File: src/rtl/xlmc_ddr_lane_bank.sv
// SDR-side sequencer for a bank of bidirectional DDR DQ pads: write serialisation, turnaround, read capture.
// Optional internal loopback path is enabled by defining XLMC_LANE_BANK_LOOPBACK_EN.
module xlmc_ddr_lane_bank #(
    parameter int LANES       = 8,
    parameter int TURN_CYCLES = 2,
    parameter int LEN_W       = 8
) (
    input  logic                 oddr_clk,
    input  logic                 arst,
    input  logic                 tx_valid,
    output logic                 tx_ready,
    input  logic [2*LANES-1:0]   tx_data,
    input  logic                 tx_last,
    input  logic [LEN_W-1:0]     rd_len,
    input  logic [4:0]           rd_lat,
`ifdef XLMC_LANE_BANK_LOOPBACK_EN
    input  logic                 lpbk_en,
`endif
    output logic [2*LANES-1:0]   pad_sdr_o,
    output logic                 pad_t,
    input  logic [2*LANES-1:0]   pad_sdr_i,
    output logic [2*LANES-1:0]   rx_data,
    output logic                 rx_valid,
    output logic                 rx_last,
    output logic                 busy
);

    localparam int W     = 2 * LANES;
    // Wide enough for any 5-bit rd_lat and for TURN_CYCLES itself (TURN_CYCLES must be >= 1).
    localparam int CNT_W = $clog2(TURN_CYCLES + 32);

    typedef enum logic [1:0] {
        ST_IDLE = 2'b00,
        ST_TX   = 2'b01,
        ST_TURN = 2'b10,
        ST_RX   = 2'b11
    } state_t;

    state_t             state_r, state_nxt_s;
    logic [W-1:0]       pad_o_r, pad_o_nxt_s;
    logic               pad_t_r, pad_t_nxt_s;
    logic [W-1:0]       rx_data_r, rx_data_nxt_s;
    logic               rx_valid_r, rx_valid_nxt_s;
    logic               rx_last_r, rx_last_nxt_s;
    logic [CNT_W-1:0]   turn_r, turn_nxt_s;
    logic [LEN_W-1:0]   beat_r, beat_nxt_s;
    logic               lpbk_r, lpbk_nxt_s;
    logic               lpbk_in_s;
    logic               accept_s;
    logic [CNT_W-1:0]   lat_s;
    logic [CNT_W-1:0]   turn_load_s;

`ifdef XLMC_LANE_BANK_LOOPBACK_EN
    assign lpbk_in_s = lpbk_en;
`else
    assign lpbk_in_s = 1'b0;
`endif

    assign tx_ready    = (state_r == ST_IDLE) || (state_r == ST_TX);
    assign busy        = (state_r != ST_IDLE);
    assign accept_s    = tx_valid && tx_ready;
    // Turnaround length is the larger of the requested dummy cycles and the bus minimum.
    assign lat_s       = (CNT_W'(rd_lat) > CNT_W'(TURN_CYCLES)) ? CNT_W'(rd_lat) : CNT_W'(TURN_CYCLES);
    assign turn_load_s = lat_s - CNT_W'(1);

    assign pad_sdr_o = pad_o_r;
    assign pad_t     = pad_t_r;
    assign rx_data   = rx_data_r;
    assign rx_valid  = rx_valid_r;
    assign rx_last   = rx_last_r;

    // Next-state and next-register-value logic.
    always_comb begin
        state_nxt_s    = state_r;
        pad_o_nxt_s    = pad_o_r;
        pad_t_nxt_s    = pad_t_r;
        rx_data_nxt_s  = rx_data_r;
        rx_valid_nxt_s = 1'b0;
        rx_last_nxt_s  = 1'b0;
        turn_nxt_s     = turn_r;
        beat_nxt_s     = beat_r;
        lpbk_nxt_s     = lpbk_r;
        case (state_r)
            ST_IDLE, ST_TX: begin
                if (accept_s) begin
                    pad_o_nxt_s = tx_data;
                    if (state_r == ST_IDLE) begin
                        lpbk_nxt_s  = lpbk_in_s;
                        pad_t_nxt_s = lpbk_in_s;
                    end else begin
                        pad_t_nxt_s = pad_t_r;
                    end
                    if (tx_last) begin
                        if (rd_len == {LEN_W{1'b0}}) begin
                            state_nxt_s = ST_IDLE;
                        end else begin
                            state_nxt_s = ST_TURN;
                            turn_nxt_s  = turn_load_s;
                            beat_nxt_s  = rd_len;
                        end
                    end else begin
                        state_nxt_s = ST_TX;
                    end
                end else if (state_r == ST_IDLE) begin
                    // Release the bus one cycle after a write-only transaction ends.
                    pad_t_nxt_s = 1'b1;
                end else begin
                    pad_t_nxt_s = pad_t_r;
                end
            end
            ST_TURN: begin
                pad_t_nxt_s = 1'b1;
                if (turn_r == {CNT_W{1'b0}}) begin
                    state_nxt_s = ST_RX;
                end else begin
                    turn_nxt_s = turn_r - CNT_W'(1);
                end
            end
            ST_RX: begin
                pad_t_nxt_s    = 1'b1;
                rx_data_nxt_s  = lpbk_r ? pad_o_r : pad_sdr_i;
                rx_valid_nxt_s = 1'b1;
                beat_nxt_s     = beat_r - LEN_W'(1);
                if (beat_r == LEN_W'(1)) begin
                    rx_last_nxt_s = 1'b1;
                    state_nxt_s   = ST_IDLE;
                end else begin
                    rx_last_nxt_s = 1'b0;
                end
            end
            default: begin
                state_nxt_s = ST_IDLE;
                pad_t_nxt_s = 1'b1;
            end
        endcase
    end

    // State and datapath registers with synchronous reset.
    always_ff @(posedge oddr_clk) begin
        if (arst) begin
            state_r    <= ST_IDLE;
            pad_o_r    <= {W{1'b0}};
            pad_t_r    <= 1'b1;
            rx_data_r  <= {W{1'b0}};
            rx_valid_r <= 1'b0;
            rx_last_r  <= 1'b0;
            turn_r     <= {CNT_W{1'b0}};
            beat_r     <= {LEN_W{1'b0}};
            lpbk_r     <= 1'b0;
        end else begin
            state_r    <= state_nxt_s;
            pad_o_r    <= pad_o_nxt_s;
            pad_t_r    <= pad_t_nxt_s;
            rx_data_r  <= rx_data_nxt_s;
            rx_valid_r <= rx_valid_nxt_s;
            rx_last_r  <= rx_last_nxt_s;
            turn_r     <= turn_nxt_s;
            beat_r     <= beat_nxt_s;
            lpbk_r     <= lpbk_nxt_s;
        end
    end

endmodule

File: config.mk
export PLATFORM = sky130hd
export DESIGN_NAME = xlmc_ddr_lane_bank
export DESIGN_NICKNAME = d
export VERILOG_FILES = /design/src/rtl/xlmc_ddr_lane_bank.sv
export SDC_FILE = /design/constraint.sdc
export NUM_CORES = 1
export LEC_CHECK = 0
export CAP_MARGIN = 5
export CORE_MARGIN = 3
export CORE_UTILIZATION = 55
export CTS_BUF_LIST = sky130_fd_sc_hd__clkbuf_2
export DETAILED_ROUTE_END_ITERATION = 8
export DONT_BUFFER_PORTS = 1
export PLACE_DENSITY = 0.7
export REMOVE_ABC_BUFFERS = 1
export SLEW_MARGIN = 20
export SYNTH_ARGS = -nofsm -noshare
export SYNTH_HDL_FRONTEND = slang
export SYNTH_SLANG_ARGS = --single-unit
File: constraint.sdc
create_clock -name oddr_clk -period 4.15 [get_ports oddr_clk]
set_clock_uncertainty 0.15 [all_clocks]
set_input_delay 0.83 -clock oddr_clk [delete_from_list [all_inputs] [get_ports oddr_clk]]
set_output_delay 0.83 -clock oddr_clk [all_outputs]
set_load 0.1 [all_outputs]
==> results of run 1 <==
layout by cell type (no fill, tap or decap), drive strengths merged, types with 2 or more instances in the layout:
| cell type | count |
|---|---|
| a21o | 2 |
| a21oi | 41 |
| a22oi | 2 |
| a2bb2oi | 2 |
| a31oi | 5 |
| a32oi | 2 |
| buf | 3 |
| clkbuf | 5 |
| clkinv | 2 |
| dfxtp | 51 |
| ha | 3 |
| inv | 5 |
| mux2i | 2 |
| nand2 | 79 |
| nand2b | 3 |
| nand3 | 12 |
| nand4 | 3 |
| nor2 | 14 |
| nor2b | 4 |
| nor3 | 4 |
| nor4b | 2 |
| o211ai | 3 |
| o21ai | 6 |
| or3 | 2 |
| or4 | 3 |
how the worst min path moves through the flow:
stage | from | endpoint | slack, ps | cells past startpoint
2_1_floorplan | turn_r[0]$_SDFFE_PP0P_ | turn_r[0]$_SDFFE_PP0P_ | 300 | 2
3_3_place_gp | beat_r[1]$_SDFFE_PP0P_ | beat_r[1]$_SDFFE_PP0P_ | 320 | 2
3_5_place_dp | turn_r[0]$_SDFFE_PP0P_ | turn_r[0]$_SDFFE_PP0P_ | 330 | 2
4_1_cts | arst | pad_sdr_o[5]$_SDFFE_PP0P_ | 270 | 1
5_1_grt | arst | rx_data[3]$_SDFFE_PP0P_ | 250 | 1
6_report | arst | rx_data[8]$_SDFFE_PP0P_ | 290 | 1
cell type report:
class	count	area [sq um]	area share (%)
clock buffer	5	25.0	1.09
clock inverter	3	20.0	0.873
inverter	5	18.8	0.818
multi-input combinational	212	1130	49.1
sequential	51	1020	44.5
tap	48	60.1	2.62
timing repair buffer	3	22.5	0.982
routing by layer:
layer  routed length, um  track usage (%)
met1                2160             27.7
met2                2410             32.6
met3                 579             6.81
met4                  19             3.83
met5                   0                0
registers in the layout, summed over array words and instances, names as in the netlist:
name and cells:
beat_r 8, pad_sdr_o 16, pad_t 1, rx_data 16
rx_last 1, rx_valid 1, state_r 2, turn_r 6
per-stage QoR:
step / util, % / instances
2_1_floorplan: - / 268
3_3_place_gp: 59.1 / 319
3_5_place_dp: 59.1 / 319
4_1_cts: 60.3 / 327
5_1_grt: 60.4 / 327
6_report: 60.4 / 327
power by group:
part / switching, mW / leakage [nW] / total (mW) / internal, mW
Combinational: 0.0828 / 0.380 / 0.128 / 0.0455
Clock: 0.153 / 0.0266 / 0.194 / 0.0407
Sequential: 0.120 / 0.416 / 0.636 / 0.516
Total: 0.356 / 0.823 / 0.958 / 0.602
cells by family after synthesis:
family,count (synthesis)
and+or+nand+nor,132
AOI/OAI and AO/OA,75
DFF,51
buffers and inverters,22
adders and majority gates,3
muxes,2
==> reports/results.txt, run 1 <==
DRC viols - 0
Vias in the first global route - 1828
Setup Buffers After CTS - 0
Status - finished, final reports clean
Library cells used by synthesis - 46
Post-route ant nets - 0
Max Clk Rate - 411 MHz
Clk_lat worst skew - 400 ps
Largest net degree at the start of global routing - 52
Fin Setup TNS - 0 ps
Synthesis-stage register bit count - 51
Setup violations, final - 0
Crit. End Element - output port
Critical Path End - pad_sdr_o[14]
Clk buf depth - 2
Critical Path Source - pad_sdr_o[14]$_SDFFE_PP0P_
Stages on the worst setup path - 0
Layout cell share with drive strength beyond 1 - 5.73%
CP Max Fanout - 2
Ys flop type - dfxtp_1
RSZ-0062 raised after global routing - no
Final Cycle Share - 58.6%
Routability congestion estimate - 0.867
Cell taking the most area after synthesis - dfxtp_1
DP Area - 2250 sq um
XOR/XNOR Fraction of Synth Area - 0%
Die ar. - 4870 sq um
Initial antenna violation count - 0
Total routed wirelength - 5170 um
Yosys top cell area share - 45.6%
Reg clk slew, reported paths - 250 ps
Routed wire per std cell - 15.8 um
Post-Syn Area - 2240 sq um
Leak pwr - 0.823 nW
H-tree depth - 2
Placement Rows - 22
Adder-cell share of the synthesized area - 1.68%
EDFF count, synth - 0
Port bufs - 0
Area Growth Syn to Fin - 2.46%
Ys async rst share - 0%
Hold buffers post-CTS - 0
Final worst setup slack - 1720 ps
Peak VDD IR - 0.310 mV
Endpoints failing hold - 0
CTS Buf Count - 5
Die width - 69.8 um
Slew HR - 32.3%
Core Region - 3800 sq um
RR Endpoint - turn_r[2]$_SDFFE_PP0P_
ANT cells - 0
Synth Area in Simple Gates - 26.7%
Reg2Reg Depth - 7
Post-synthesis compound-gate area fraction - 20.9%
Nets - 330
Post-detail-place hpwl - 3570 um
Power, Total - 958 uW
Initial drt markers - 206
Min-Delay Path Class - input pin to register
Startpoint Class - register
CTS tree - yes
Syn avg cell area - 7.85 sq um
Post-CTS sizing - 0
Top post-synthesis cells by area - dfxtp_1 (46%), nand2_1 (13%), a21oi_1 (9.2%)
Global route total overflow - 0
Main combinational cell family by area after synthesis - simple AND/OR/NAND/NOR gates
Critical path type - register to output port
GRT Util Overall - 20.6%
Fillers - 361
Most common cell in the synthesized netlist - nand2_1
Tmin final - 2430 ps
CTS sink count - 51
Synth Instances - 285
Max cap viols - 0
# IOs - 86
Synth top cells by count - nand2_1 (79), dfxtp_1 (51), a21oi_1 (41), nor2_1 (14)
Initial Utilization - 58.9%
Slew Limit Fails - 0
Synth warn - 0
Die Y-Extent - 69.8 um
Post-route design area - 2290 sq um
Root Driver - clkbuf_2
Worst EP arrival - 1450 ps
Pre-CTS setup slack - 1390 ps
Via Count - 1953
Drt via density - 5.97
First-pass DRT Iterations - 4
Final hold slack - 290 ps
First-pass GRT wire length - 8400 um
Critical R2R Launch - state_r[1]$_SDFFE_PP0P_
PwrDens - 418 nW/um^2
Post-synthesis sequential area ratio - 45.6%
CP required - 3170 ps
Internal reg-to-reg setup slack - 1750 ps
Post-synthesis mux area share - 0.894%
Worst-Margin Slew - 1010 ps
Power figures use the tool's default switching activity.
==> inputs of run 2 (changes only) <==
PLACE_DENSITY = 0.73   (was 0.7)
clock period = 2 ns   (was 4.15 ns; I/O delays follow)
==> reports/results.txt, run 2 (synthesized netlist as in run 1, its figures left out) <==
Initial Utilization - 58.9% (unchanged)
Initial drt markers - 197 (-4.4%)
Min-Delay Path Class - input pin to register
Buf/Inv on CP - 0
H-tree depth - 2 (unchanged)
Layout cell share with drive strength beyond 1 - 18.8% (+13 points)
Endpoints failing hold - 0 (unchanged)
Root Driver - clkbuf_2
Clk buf depth - 2 (unchanged)
Sink of the worst hold path - beat_r[1]$_SDFFE_PP0P_
Core Region - 3800 sq um (unchanged)
Critical R2R Launch - state_r[1]$_SDFFE_PP0P_
Slew Limit Fails - 0 (unchanged)
Worst-Margin Slew - 548 ps (-466 ps)
Hold wc startpoint - rd_len[1]
CTS sink count - 51 (unchanged)
Via Count - 2352 (+20%)
Post-detail-place hpwl - 3970 um (+11%)
GRT Util Overall - 26.0% (+5.4 points)
Worst EP arrival - 2120 ps (+670 ps)
Utilization of the core after routing - 81.9% (+21 points)
Area occupied by multi-input gates - 1140 sq um (+1.1%)
Leak pwr - 1.27 nW (+54%)
Drt via density - 5.65 (-5.3%)
DRC viols - 0 (unchanged)
Routed wire per std cell - 15.6 um (-1.2%)
CP required - 2220 ps (-950 ps)
Status - finished, final reports clean
Top cell family by delay on the critical path - simple AND/OR/NAND/NOR gates
ANT cells - 0 (unchanged)
Port bufs - 0 (unchanged)
First-pass DRT Iterations - 5 (+1)
Tmin final - 1900 ps
PwrDens - 698 nW/um^2 (+67%)
Reg2Reg Depth - 7 (unchanged)
CP Max Fanout - 6 (+4)
# IOs - 86 (unchanged)
Global route total overflow - 0 (unchanged)
Post-route ant nets - 0 (unchanged)
Slew HR - 63.4% (+31 points)
Routability congestion estimate - 0.862 (-0.62%)
Reg clk slew, reported paths - 250 ps (about the same)
Setup violations, final - 0 (unchanged)
Clk_lat worst skew - 420 ps (+20 ps)
Register Area - 1030 sq um (+0.49%)
Worst-path cell chain - nor2b_1, or3_1, o21ai_1, ha_2, nor2b_4, a32oi_1, o32ai_1
CTS Buf Count - 5 (unchanged)
Max cap viols - 0 (unchanged)
Die ar. - 4870 sq um (unchanged)
Most frequent cells in the layout - nand2_1 (78), dfxtp_1 (49), buf_4 (49)
Power, Total - 2.17 mW (+130%)
Internal reg-to-reg setup slack - 100 ps (-1650 ps)
Nets - 419 (+27%)
Fillers - 241 (-33%)
Largest net degree at the start of global routing - 48 (-7.7%)
Critical path type - register to register
Placement Rows - 22 (unchanged)
Initial antenna violation count - 0 (unchanged)
Hold path cells - 2 (+1)
CTS tree - yes
Area Growth Syn to Fin - 38.9%
RR Endpoint - turn_r[4]$_SDFFE_PP0P_
Startpoint Class - register
Slowest-stage cell, CP - dfxtp_4
Crit. End Element - register
Vias in the first global route - 2246 (+23%)
Die width - 69.8 um (unchanged)
Worst path max stage delay - 410 ps
Final Cycle Share - 94.9%
Peak VDD IR - 0.493 mV (+59%)
Max Clk Rate - 527 MHz
Commonest non-fill, non-tap cell in the layout - nand2_1
Total routed wirelength - 6500 um (+26%)
RSZ-0062 raised after global routing - yes
Die Y-Extent - 69.8 um (unchanged)
First-pass GRT wire length - 10300 um (+23%)
-- run 2: cell types whose count changed in the layout (fill, tap and decap cells not counted), sizes merged --
cell          before  now
dlymetal6s2s       0    1
buf                3   51
dlygate4sd3        0   40
-- run 2: how the worst max path moves through the flow --
| stage | from | to | slack (ps) | cells after the start |
|---|---|---|---|---|
| CTS | state_r[0]$_SDFFE_PP0P_ | busy | 40 | 4 |
| floorplan | state_r[1]$_SDFFE_PP0P_ | busy | -350 | 2 |
| detailed placement | rd_lat[3] | turn_r[4]$_SDFFE_PP0P_ | 10 | 6 |
| global route | state_r[1]$_SDFFE_PP0P_ | turn_r[4]$_SDFFE_PP0P_ | -8 | 7 |
| finish | state_r[1]$_SDFFE_PP0P_ | turn_r[4]$_SDFFE_PP0P_ | 100 | 7 |
| global placement | rd_len[2] | turn_r[3]$_SDFFE_PP0P_ | 50 | 4 |
-- run 2: where the power goes --
group          total (mW)  switching, mW  internal [mW]  leakage [nW]
Clock               0.410          0.325         0.0842        0.0266
Sequential           1.11         0.0372           1.07         0.417
Combinational       0.651          0.433          0.218         0.826
Total                2.17          0.796           1.37          1.27
-- run 2: worst reg2reg max path, cell delays in order (launching register included) --
cell and delay [ps]:
dfxtp_4 410, nor2b_1 140, or3_1 350, o21ai_1 100, ha_2 250, nor2b_4 150
a32oi_1 60, o32ai_1 250
-- run 2: timing repair --
action | CTS | global route
gates resized for setup | 1 | 11
endpoints found under the setup margin | 1 | 5
endpoints found under the hold margin | 49 | 0
hold buffers | 41 | 0
setup buffers | 0 | 2
pin swaps | 0 | 2
-- run 2: layer usage --
layer  GRT usage (%)  share of wire (%)  up-vias  wire (um)
met2            43.5                 49      123       3220
met3            7.83                9.0       16        582
li1                -                  -     1163          -
met1            31.6                 40     1050       2570
met5               0                  0        -          0
met4            8.94                2.0        0        129
-- run 2: layout make-up --
class	instances	share of cell area, %
Multi-Input combinational cell	212	36.6
Clock buffer	5	0.805
Sequential cell	51	33.0
Inverter	5	0.604
Tap cell	48	1.93
Clock inverter	3	0.644
Timing Repair Buffer	92	26.4
-- run 2: stage by stage --
stage | setup slack [ps] | hold WS, ps | cell area, sq um | TNS (ps) | instances
final | 102 | 16.8 | 3110 | 0 | 416
after global routing | -7.92 | 5.78 | 3110 | -7.92 | 416
after CTS | 41.9 | 1.03 | 3060 | 0 | 414
after detailed placement | 11.0 | 295 | 2590 | 0 | 365
after global placement | 46.1 | 286 | 2590 | 0 | 365
after floorplan | -348 | 300 | 2160 | -507 | 268
